**config.mk**
```make
export PLATFORM = sky130hd
export DESIGN_NAME = mem_port_arbiter
export DESIGN_NICKNAME = d
export VERILOG_FILES = /design/src/rtl/mem_arb_pkg.sv /design/src/rtl/mem_arb_prio.sv /design/src/rtl/mem_port_arbiter.sv
export SDC_FILE = /design/constraint.sdc
export NUM_CORES = 1
export LEC_CHECK = 0
export BUFFER_PORTS_ARGS = -buffer_cell sky130_fd_sc_hd__buf_2
export CORE_MARGIN = 4
export CORE_UTILIZATION = 40
export DETAILED_ROUTE_END_ITERATION = 8
export PLACE_DENSITY = 0.64
export SLEW_MARGIN = 20
export SYNTH_ARGS = -nofsm -noshare
export SYNTH_HDL_FRONTEND = slang
export SYNTH_SLANG_ARGS = --single-unit
```
**constraint.sdc**
```tcl
create_clock -name clk -period 2.9 [get_ports clk]
set_input_delay 0.435 -clock clk [delete_from_list [all_inputs] [get_ports clk]]
set_output_delay 0.435 -clock clk [all_outputs]
set_load 0.02 [all_outputs]
```
**src/rtl/mem_arb_pkg.sv**
```systemverilog
// Shared types and constants for the single-port memory arbiter.
package mem_arb_pkg;

    typedef enum logic [1:0] {
        IDLE   = 2'd0,
        ACCESS = 2'd1,
        WAIT   = 2'd2,
        ACK    = 2'd3
    } arb_state_e;

    localparam logic OWN_CPU = 1'b0;
    localparam logic OWN_TST = 1'b1;

    localparam int RD_LAT_MAX = 4;
    localparam int STARVE_W   = 4;
    // Latency counter must hold values up to RD_LAT_MAX
    localparam int LAT_W      = $clog2(RD_LAT_MAX + 1);

endpackage

```
**src/rtl/mem_arb_prio.sv**
```systemverilog
// Fixed-priority winner select with a starvation counter that lets the
// test loader through after STARVE_MAX consecutive contested CPU grants.
module mem_arb_prio
    import mem_arb_pkg::*;
#(
    parameter int STARVE_MAX = 4
) (
    input  logic clk,
    input  logic rst,
    input  logic cpu_req,
    input  logic tst_req,
    input  logic grant,
    output logic winner
);

    localparam logic [STARVE_W-1:0] STARVE_LIM = STARVE_W'(STARVE_MAX);

    logic [STARVE_W-1:0] starve_cnt_r;
    logic                winner_s;

    // Winner select: CPU first unless the test loader has waited long enough
    always_comb begin
        winner_s = OWN_CPU;
        if (tst_req && (!cpu_req || (starve_cnt_r == STARVE_LIM))) begin
            winner_s = OWN_TST;
        end else begin
            winner_s = OWN_CPU;
        end
    end

    assign winner = winner_s;

    // Starvation counter, updated only on an actual grant
    always_ff @(posedge clk) begin
        if (rst) begin
            starve_cnt_r <= '0;
        end else if (grant) begin
            if (winner_s == OWN_TST) begin
                starve_cnt_r <= '0;
            end else if (tst_req) begin
                if (starve_cnt_r < STARVE_LIM) begin
                    starve_cnt_r <= starve_cnt_r + STARVE_W'(1'b1);
                end
            end else begin
                starve_cnt_r <= '0;
            end
        end
    end

endmodule

```
**src/rtl/mem_port_arbiter.sv**
```systemverilog
// Shares one memory port between the CPU and the test loader.
// Optional grant counters are enabled with `define MEM_ARB_STATS_EN.
module mem_port_arbiter
    import mem_arb_pkg::*;
#(
    parameter int AW         = 16,
    parameter int DW         = 8,
    parameter int RD_LAT     = 1,
    parameter int STARVE_MAX = 4
) (
    input  logic          clk,
    input  logic          rst,
    input  logic          cpu_req,
    input  logic          cpu_we,
    input  logic [AW-1:0] cpu_addr,
    input  logic [DW-1:0] cpu_wdata,
    output logic          cpu_ack,
    output logic [DW-1:0] cpu_rdata,
    input  logic          tst_req,
    input  logic          tst_we,
    input  logic [AW-1:0] tst_addr,
    input  logic [DW-1:0] tst_wdata,
    output logic          tst_ack,
    output logic [DW-1:0] tst_rdata,
    output logic [AW-1:0] mem_addr,
    output logic [DW-1:0] mem_wdata,
    output logic          mem_rd,
    output logic          mem_wr,
    input  logic [DW-1:0] mem_rdata,
    output logic          busy,
    output logic          owner
`ifdef MEM_ARB_STATS_EN
    ,
    output logic [15:0]   cpu_grants,
    output logic [15:0]   tst_grants
`endif
);

    localparam logic [LAT_W-1:0] LAT_LAST = LAT_W'(RD_LAT - 1);

    arb_state_e        state_r, next_state_s;
    logic              own_r, we_r;
    logic [AW-1:0]     addr_r;
    logic [DW-1:0]     wdata_r;
    logic [LAT_W-1:0]  lat_cnt_r;

    logic              winner_s, grant_s, capture_s, mem_active_s;
    logic              nxt_own_s, nxt_we_s;
    logic [AW-1:0]     nxt_addr_s;
    logic [DW-1:0]     nxt_wdata_s;

    logic [AW-1:0]     mem_addr_r;
    logic [DW-1:0]     mem_wdata_r, cpu_rdata_r, tst_rdata_r;
    logic              mem_rd_r, mem_wr_r, cpu_ack_r, tst_ack_r, busy_r;

    assign grant_s = (state_r == IDLE) && (cpu_req || tst_req);

    mem_arb_prio #(
        .STARVE_MAX (STARVE_MAX)
    ) u_prio (
        .clk     (clk),
        .rst     (rst),
        .cpu_req (cpu_req),
        .tst_req (tst_req),
        .grant   (grant_s),
        .winner  (winner_s)
    );

    // Next-state decode
    always_comb begin
        next_state_s = state_r;
        case (state_r)
            IDLE: begin
                if (grant_s) next_state_s = ACCESS;
                else         next_state_s = IDLE;
            end
            ACCESS: begin
                if (we_r || (RD_LAT == 32'sd1)) next_state_s = ACK;
                else                            next_state_s = WAIT;
            end
            WAIT: begin
                if (lat_cnt_r == LAT_LAST) next_state_s = ACK;
                else                       next_state_s = WAIT;
            end
            ACK:     next_state_s = IDLE;
            default: next_state_s = IDLE;
        endcase
    end

    // Request fields as they will be after this edge
    always_comb begin
        nxt_own_s   = own_r;
        nxt_we_s    = we_r;
        nxt_addr_s  = addr_r;
        nxt_wdata_s = wdata_r;
        if (grant_s) begin
            nxt_own_s = winner_s;
            if (winner_s == OWN_TST) begin
                nxt_we_s    = tst_we;
                nxt_addr_s  = tst_addr;
                nxt_wdata_s = tst_wdata;
            end else begin
                nxt_we_s    = cpu_we;
                nxt_addr_s  = cpu_addr;
                nxt_wdata_s = cpu_wdata;
            end
        end else begin
            nxt_own_s = own_r;
        end
    end

    // Read data is sampled at the end of the last mem_rd cycle
    always_comb begin
        capture_s = 1'b0;
        if (state_r == ACCESS) begin
            capture_s = !we_r && (RD_LAT == 32'sd1);
        end else if (state_r == WAIT) begin
            capture_s = (lat_cnt_r == LAT_LAST);
        end else begin
            capture_s = 1'b0;
        end
    end

    assign mem_active_s = (next_state_s == ACCESS) || (next_state_s == WAIT);

    // FSM state, latched request and latency counter
    always_ff @(posedge clk) begin
        if (rst) begin
            state_r   <= IDLE;
            own_r     <= OWN_CPU;
            we_r      <= 1'b0;
            addr_r    <= '0;
            wdata_r   <= '0;
            lat_cnt_r <= '0;
        end else begin
            state_r   <= next_state_s;
            own_r     <= nxt_own_s;
            we_r      <= nxt_we_s;
            addr_r    <= nxt_addr_s;
            wdata_r   <= nxt_wdata_s;
            if ((state_r == ACCESS) || (state_r == WAIT)) begin
                lat_cnt_r <= lat_cnt_r + LAT_W'(1'b1);
            end else begin
                lat_cnt_r <= '0;
            end
        end
    end

    // Registered memory strobes, acks and status, decoded from the next state
    always_ff @(posedge clk) begin
        if (rst) begin
            mem_addr_r  <= '0;
            mem_wdata_r <= '0;
            mem_rd_r    <= 1'b0;
            mem_wr_r    <= 1'b0;
            cpu_ack_r   <= 1'b0;
            tst_ack_r   <= 1'b0;
            busy_r      <= 1'b0;
        end else begin
            mem_addr_r  <= mem_active_s ? nxt_addr_s : '0;
            mem_wdata_r <= ((next_state_s == ACCESS) && nxt_we_s) ? nxt_wdata_s : '0;
            mem_rd_r    <= mem_active_s && !nxt_we_s;
            mem_wr_r    <= (next_state_s == ACCESS) && nxt_we_s;
            cpu_ack_r   <= (next_state_s == ACK) && (nxt_own_s == OWN_CPU);
            tst_ack_r   <= (next_state_s == ACK) && (nxt_own_s == OWN_TST);
            busy_r      <= (next_state_s != IDLE);
        end
    end

    // Per-requester read data holding registers
    always_ff @(posedge clk) begin
        if (rst) begin
            cpu_rdata_r <= '0;
            tst_rdata_r <= '0;
        end else if (capture_s) begin
            if (own_r == OWN_TST) tst_rdata_r <= mem_rdata;
            else                  cpu_rdata_r <= mem_rdata;
        end
    end

    assign mem_addr  = mem_addr_r;
    assign mem_wdata = mem_wdata_r;
    assign mem_rd    = mem_rd_r;
    assign mem_wr    = mem_wr_r;
    assign cpu_ack   = cpu_ack_r;
    assign tst_ack   = tst_ack_r;
    assign cpu_rdata = cpu_rdata_r;
    assign tst_rdata = tst_rdata_r;
    assign busy      = busy_r;
    assign owner     = own_r;

`ifdef MEM_ARB_STATS_EN
    logic [15:0] cpu_grants_r, tst_grants_r;

    // Saturating grant counters, bumped on each ack pulse
    always_ff @(posedge clk) begin
        if (rst) begin
            cpu_grants_r <= 16'h0000;
            tst_grants_r <= 16'h0000;
        end else begin
            if (cpu_ack_r && (cpu_grants_r != 16'hFFFF)) cpu_grants_r <= cpu_grants_r + 16'h0001;
            if (tst_ack_r && (tst_grants_r != 16'hFFFF)) tst_grants_r <= tst_grants_r + 16'h0001;
        end
    end

    assign cpu_grants = cpu_grants_r;
    assign tst_grants = tst_grants_r;
`endif

endmodule

```
==> results of run 1 <==
power by group through the flow:
stage	clock network (mW)	logic [mW]	registers, mW
finish	0.901	1.01	1.38
global route	0.961	1.12	1.41
CTS	0.921	1.03	1.39
detailed placement	0	1.02	1.41
global placement	0	0.998	1.41
floorplan	0	0.573	1.56
critical path, stage by stage (launching register included):
cell                       delay (ns)
sky130_fd_sc_hd__dfxtp_1         0.35
sky130_fd_sc_hd__inv_1           0.07
sky130_fd_sc_hd__ha_1            0.26
sky130_fd_sc_hd__o21a_2          0.15
sky130_fd_sc_hd__a211oi_1        0.24
sky130_fd_sc_hd__buf_4           0.18
sky130_fd_sc_hd__inv_1           0.04
sky130_fd_sc_hd__ha_1            0.25
sky130_fd_sc_hd__or2_2           0.45
sky130_fd_sc_hd__a211oi_1        0.24
worst min-delay path by stage:
stage | startpoint | end | slack, ns
after floorplan | lat_cnt_r[0] | lat_cnt_r[0] | 0.42
after detailed placement | lat_cnt_r[0] | lat_cnt_r[0] | 0.44
after global placement | lat_cnt_r[0] | lat_cnt_r[0] | 0.43
after global routing | mem_rdata[0] | tst_rdata[0] | 0.33
after CTS | mem_rdata[7] | tst_rdata[7] | 0.31
final | mem_rdata[2] | tst_rdata[2] | 0.33
routing by layer:
metal | vias up | share of wire, % | track usage (%) | wire length [um]
met4 | 0 | 1.8 | 7.36 | 123
li1 | 1276 | - | - | -
met1 | 1170 | 42 | 16.8 | 2920
met3 | 9 | 7.5 | 4.26 | 520
met5 | - | 0 | 0 | 0
met2 | 77 | 48 | 27.4 | 3340
sequential cells by signal, indices dropped and copies added (netlist names), 2 cells and up:
register	flops
state_r	2
u_prio.starve_cnt_r	4
mem_addr	16
lat_cnt_r	3
cpu_rdata	8
wdata_r	8
addr_r	16
mem_wdata	8
tst_rdata	8
area by class of cell:
cell class                      instances  area share [%]
Clock buffer                            9            3.15
Clock inverter                          7            2.42
Inverter                               12            1.14
Multi-Input combinational cell        196            35.2
Sequential cell                        80            40.7
Tap cell                              102            3.24
Timing Repair Buffer                  110            14.2
metrics by stage:
step | setup WS (ns) | utilization, % | total power, mW | cell area (um2)
floorplan | 0.483 | - | 2.14 | 3140
global placement | 0.632 | 48.3 | 2.41 | 3720
detailed placement | 0.563 | 48.3 | 2.43 | 3720
CTS | 0.534 | 51.2 | 3.34 | 3940
global route | 0.414 | 51.2 | 3.49 | 3940
finish | 0.558 | 51.2 | 3.30 | 3940
kinds of logic (layout without fill, tap and decap cells):
family                   Yosys count  count (layout)  synth area share (%)
buffers and inverters             32             138                  4.90
adder cells (fa/ha/maj)            8               8                  3.19
flip-flops                        80              80                  51.0
AO/OA/AOI/OAI                     62              62                  16.4
multiplexers                      33              33                  10.5
XOR/XNOR                           2               2                 0.558
AND/OR/NAND/NOR                   91              91                  13.4
cell usage in the layout, fill, tap and decap left out, types with 2 or more instances in the layout:
cell	n
sky130_fd_sc_hd__a31oi_1	2
sky130_fd_sc_hd__nand2_1	19
sky130_fd_sc_hd__a211oi_1	33
sky130_fd_sc_hd__dfxtp_1	80
sky130_fd_sc_hd__o211a_1	9
sky130_fd_sc_hd__bufinv_16	2
sky130_fd_sc_hd__xnor2_1	2
sky130_fd_sc_hd__clkinv_2	2
sky130_fd_sc_hd__mux2i_1	33
sky130_fd_sc_hd__nor3_1	5
sky130_fd_sc_hd__buf_2	107
sky130_fd_sc_hd__buf_4	3
sky130_fd_sc_hd__o211ai_1	8
sky130_fd_sc_hd__nor2_1	57
sky130_fd_sc_hd__clkbuf_8	9
sky130_fd_sc_hd__inv_1	12
sky130_fd_sc_hd__ha_1	8
==> summary.txt, run 1 <==
status = finished, final reports clean
Port Buffers = 107
Core ar. = 7690 um2
final WL = 6900 um
endpoints failing setup = 0
Pint = 2.17 mW
area of combinational cells with multiple inputs = 1380 um2
worst setup path endpoint = mem_addr[5]
filler cell count in the final layout = 765
area share of the leading cell type in the synthesized netlist = 51.0%
FF-to-FF path depth = 9
count of hold buffers inserted by post-cts repair = 0
Worst-path clk slew = 0.08 ns
total count of hold-check failures in the final report = 0
Post-Route Setup TNS = 0 ns
net switching power figure = 1.13 mW
Residual DRC = 0
ys async rst share = 0%
sequential fraction of the synthesis area = 51.0%
CTS buffer count = 9
cell at the root of the clock tree = sky130_fd_sc_hd__clkbuf_8
Worst VDD drop = 0.278 mV
number of ports placed on the die boundary = 108
count of clock tree sinks = 80
Clk pwr share = 27.3%
largest cells by area after synthesis = sky130_fd_sc_hd__dfxtp_1 51%, sky130_fd_sc_hd__mux2i_1 11%, sky130_fd_sc_hd__a211oi_1 7.9%
DRC marker count from the first detailed-route iteration = 50
sequential group share of total power = 42.0%
aggregate global-route resource usage = 15.4%
first-pass GRT wire length = 10900 um
Synth Cell Area = 3140 um2
combinational share of power = 30.7%
n_diodes = 0
overall die area = 9330 um2
clock period minus final worst setup slack = 2.34 ns
via count normalized by instance count = 4.91
portion of the clock cycle consumed by the worst path in the final layout = 80.7%
relative max-transition margin = 56.7%
setup repair after global routing missed its margin = no
max-cap violations = 0
kind of launch point of the worst setup path = flip-flop
RR Endpoint = mem_addr[5]
sw frac = 34.2%
total area of sequential cells = 1600 um2
count of flip-flops with a built-in enable after synthesis = 0
CP Data Required Time = 3.15 ns
Synth cell types = 34
die span in y = 96.6 um
data arrival time of the critical path = 2.60 ns
average detailed-routed wire length per instance = 13.4 um
cell total after placement = 500
largest fanout on the critical path = 17
number of standard cells after synthesis = 308
worst skew pair latency = 0.35 ns
fraction of layout cells with a size suffix above 1 = 33.3%
leakage = 1.91 nW
cell accounting for the most synthesized area = sky130_fd_sc_hd__dfxtp_1
Post-Syn Nets = 378
cell types with the highest counts after synthesis = 80 x sky130_fd_sc_hd__dfxtp_1, 57 x sky130_fd_sc_hd__nor2_1, 33 x sky130_fd_sc_hd__a211oi_1, 33 x sky130_fd_sc_hd__mux2i_1, 19 x sky130_fd_sc_hd__nand2_1
NumNets Final = 479
Cells on Worst Hold Path = 3
Top FF cell, synth = sky130_fd_sc_hd__dfxtp_1
number of gates resized after CTS = 0
pin count of the biggest net entering global routing = 68
GP Congestion = 0.714
total via count in the routed design = 2532
worst hold path class = input port to flip-flop
via count of the first global-routing pass = 2414
antenna violation net count after detailed routing = 0
clock tree from TritonCTS = built
clock skew = 0.0117 ns
worst setup path startpoint = state_r[0]
maximum operating frequency = 427 MHz
top-count cell post-synth = sky130_fd_sc_hd__dfxtp_1
detailed placement HPWL = 4820 um
antenna violations before repair = 0
launch instance of the worst register-to-register path = state_r[0]
DRT Pass-1 Iters = 4
overall die width = 96.6 um
initial core utilization = 40.8%
remaining global-route overflow = 0
syn avg cell area = 10.2 um2
maximum level of the CTS H-tree = 3
WS Path Type = flip-flop to flip-flop
Post CTS Setup Buffer Count = 0
ratio of total power to cell area = 838 nW/um2
final slew viol count = 0
final hold slack = 0.329 ns
Yosys warnings = 0
kind of end point of the critical path = flip-flop
number of rows created at floorplan = 32
Tightest Pin Transition = 0.649 ns
flop-to-flop setup slack = 0.56 ns
Non-Filler Instances = 516
synthesis-to-layout area growth = 25.4%
number of storage elements in the synthesis netlist = 80
largest buffer count on any clock path = 2
No activity file was read; power rests on OpenSTA's default activity.
==> inputs of run 2 (changes only) <==
==> constraint.sdc (replaced) <==
create_clock -name clk -period 2.4 [get_ports clk]
set_input_delay 0.36 -clock clk [delete_from_list [all_inputs] [get_ports clk]]
set_output_delay 0.36 -clock clk [all_outputs]
set_load 0.02 [all_outputs]
==> summary.txt, run 2 (same netlist as run 1, synthesis figures left out) <==
CTS buffer count = 9
Worst VDD drop = 0.415 mV
count of clock tree sinks = 80
Residual DRC = 0
pin count of the biggest net entering global routing = 68
cell total after placement = 500
power consumption = 4.27 mW
number of ports placed on the die boundary = 108
antenna violations before repair = 0
remaining global-route overflow = 0
top library cells by usage in the layout, fill and taps aside = 107 x sky130_fd_sc_hd__buf_2, 80 x sky130_fd_sc_hd__dfxtp_1, 57 x sky130_fd_sc_hd__nor2_1
maximum level of the CTS H-tree = 3
kind of launch point of the worst setup path = flip-flop
n_diodes = 0
Core Util, Final = 52.1%
data arrival time of the critical path = 2.46 ns
Post-Route Setup TNS = 0 ns
Core ar. = 7690 um2
largest buffer count on any clock path = 2
detailed placement HPWL = 4740 um
leakage = 1.95 nW
filler cell count in the final layout = 720
NumNets Final = 479
DRC marker count from the first detailed-route iteration = 43
number of rows created at floorplan = 32
GP Congestion = 0.718
worst skew pair latency = 0.34 ns
worst hold path class = input port to flip-flop
relative max-transition margin = 56.3%
average detailed-routed wire length per instance = 12.8 um
clock period minus final worst setup slack = 2.21 ns
number of gates resized after CTS = 0
max-cap violations = 0
Port Buffers = 107
Tightest Pin Transition = 0.655 ns
status = finished, final reports clean
final hold slack = 0.265 ns
final WL = 6610 um
portion of the clock cycle consumed by the worst path in the final layout = 92.1%
largest fanout on the critical path = 17
die span in y = 96.6 um
maximum operating frequency = 452 MHz
Post CTS Setup Buffer Count = 0
clock tree from TritonCTS = built
antenna violation net count after detailed routing = 0
Non-Filler Instances = 516
DRT Pass-1 Iters = 4
kind of end point of the critical path = flip-flop
total via count in the routed design = 2472
via count of the first global-routing pass = 2295
WS Path Type = flip-flop to flip-flop
initial core utilization = 40.8%
ratio of total power to cell area = 1070 nW/um2
endpoints failing setup = 0
CP Data Required Time = 2.65 ns
count of hold buffers inserted by post-cts repair = 0
first-pass GRT wire length = 10600 um
aggregate global-route resource usage = 14.6%
via count normalized by instance count = 4.79
Worst-path clk slew = 0.08 ns
synthesis-to-layout area growth = 27.6%
setup repair after global routing missed its margin = no
total count of hold-check failures in the final report = 0
overall die area = 9330 um2
most frequent standard cell in the layout excluding fill and tap cells = sky130_fd_sc_hd__buf_2
overall die width = 96.6 um
cell at the root of the clock tree = sky130_fd_sc_hd__clkbuf_8
fraction of layout cells with a size suffix above 1 = 33.3%
final slew viol count = 0
clock skew = 0.00994 ns
run 2: cell types whose count changed in the layout (fill, tap and decap cells not counted):
| cell | delta |
|---|---|
| sky130_fd_sc_hd__a211oi_1 | -1 |
| sky130_fd_sc_hd__clkinvlp_4 | -1 |
| sky130_fd_sc_hd__a211oi_2 | +1 |
| sky130_fd_sc_hd__clkinv_2 | -1 |
| sky130_fd_sc_hd__clkbuf_1 | +1 |
| sky130_fd_sc_hd__bufinv_16 | +3 |
| sky130_fd_sc_hd__clkinv_4 | -1 |
| sky130_fd_sc_hd__inv_6 | -1 |
run 2: power breakdown:
part,internal (mW),switching (mW),total (mW)
Clock,0.900,0.472,1.37
Combinational,0.448,0.767,1.21
Sequential,1.59,0.0899,1.68
Total,2.94,1.33,4.27
run 2: metal layers:
layer	routed length [um]	up-vias	track usage, %	share of wire, %
li1	-	1278	-	-
met1	3040	1114	18.6	46
met2	3020	75	23.4	46
met3	505	5	4.88	7.6
met4	48	0	4.91	0.73
met5	0	-	0	0
run 2: path summary, 6_finish.rpt:
kind                                    from            to  slack, ns  cells after the start
worst max-delay path              state_r[0]   mem_addr[6]       0.19                      8
worst min-delay path            mem_rdata[7]  cpu_rdata[7]       0.26                      3
worst max register to register    state_r[0]   mem_addr[6]       0.19                      8
worst min register to register  lat_cnt_r[0]  lat_cnt_r[0]       0.46                      1
run 2: final cells by class:
class                   instances  area [um2]  area share (%)
well taps                     102         128            3.19
clock inverters                 6         155            3.88
multi-input cells             196        1390            34.7
flip-flops and latches         80        1600            40.0
repair buffers                110         558            13.9
clock buffers                  10         128            3.19
inverters                      12        45.0            1.13
run 2: stage by stage:
stage	area (um2)	setup WS [ns]
2_1_floorplan	3140	0.0863
3_3_place_gp	3720	0.229
3_5_place_dp	3720	0.189
4_1_cts	4000	0.158
5_1_grt	4000	0.0412
6_report	4000	0.189
run 2: critical path, cell delays in order, from the launching register on:
cell and delay, ns:
sky130_fd_sc_hd__dfxtp_1 0.38, sky130_fd_sc_hd__inv_1 0.08, sky130_fd_sc_hd__ha_1 0.26, sky130_fd_sc_hd__o21a_2 0.15, sky130_fd_sc_hd__a211oi_2 0.22, sky130_fd_sc_hd__inv_1 0.07, sky130_fd_sc_hd__ha_1 0.26, sky130_fd_sc_hd__or2_2 0.45
sky130_fd_sc_hd__a211oi_1 0.24
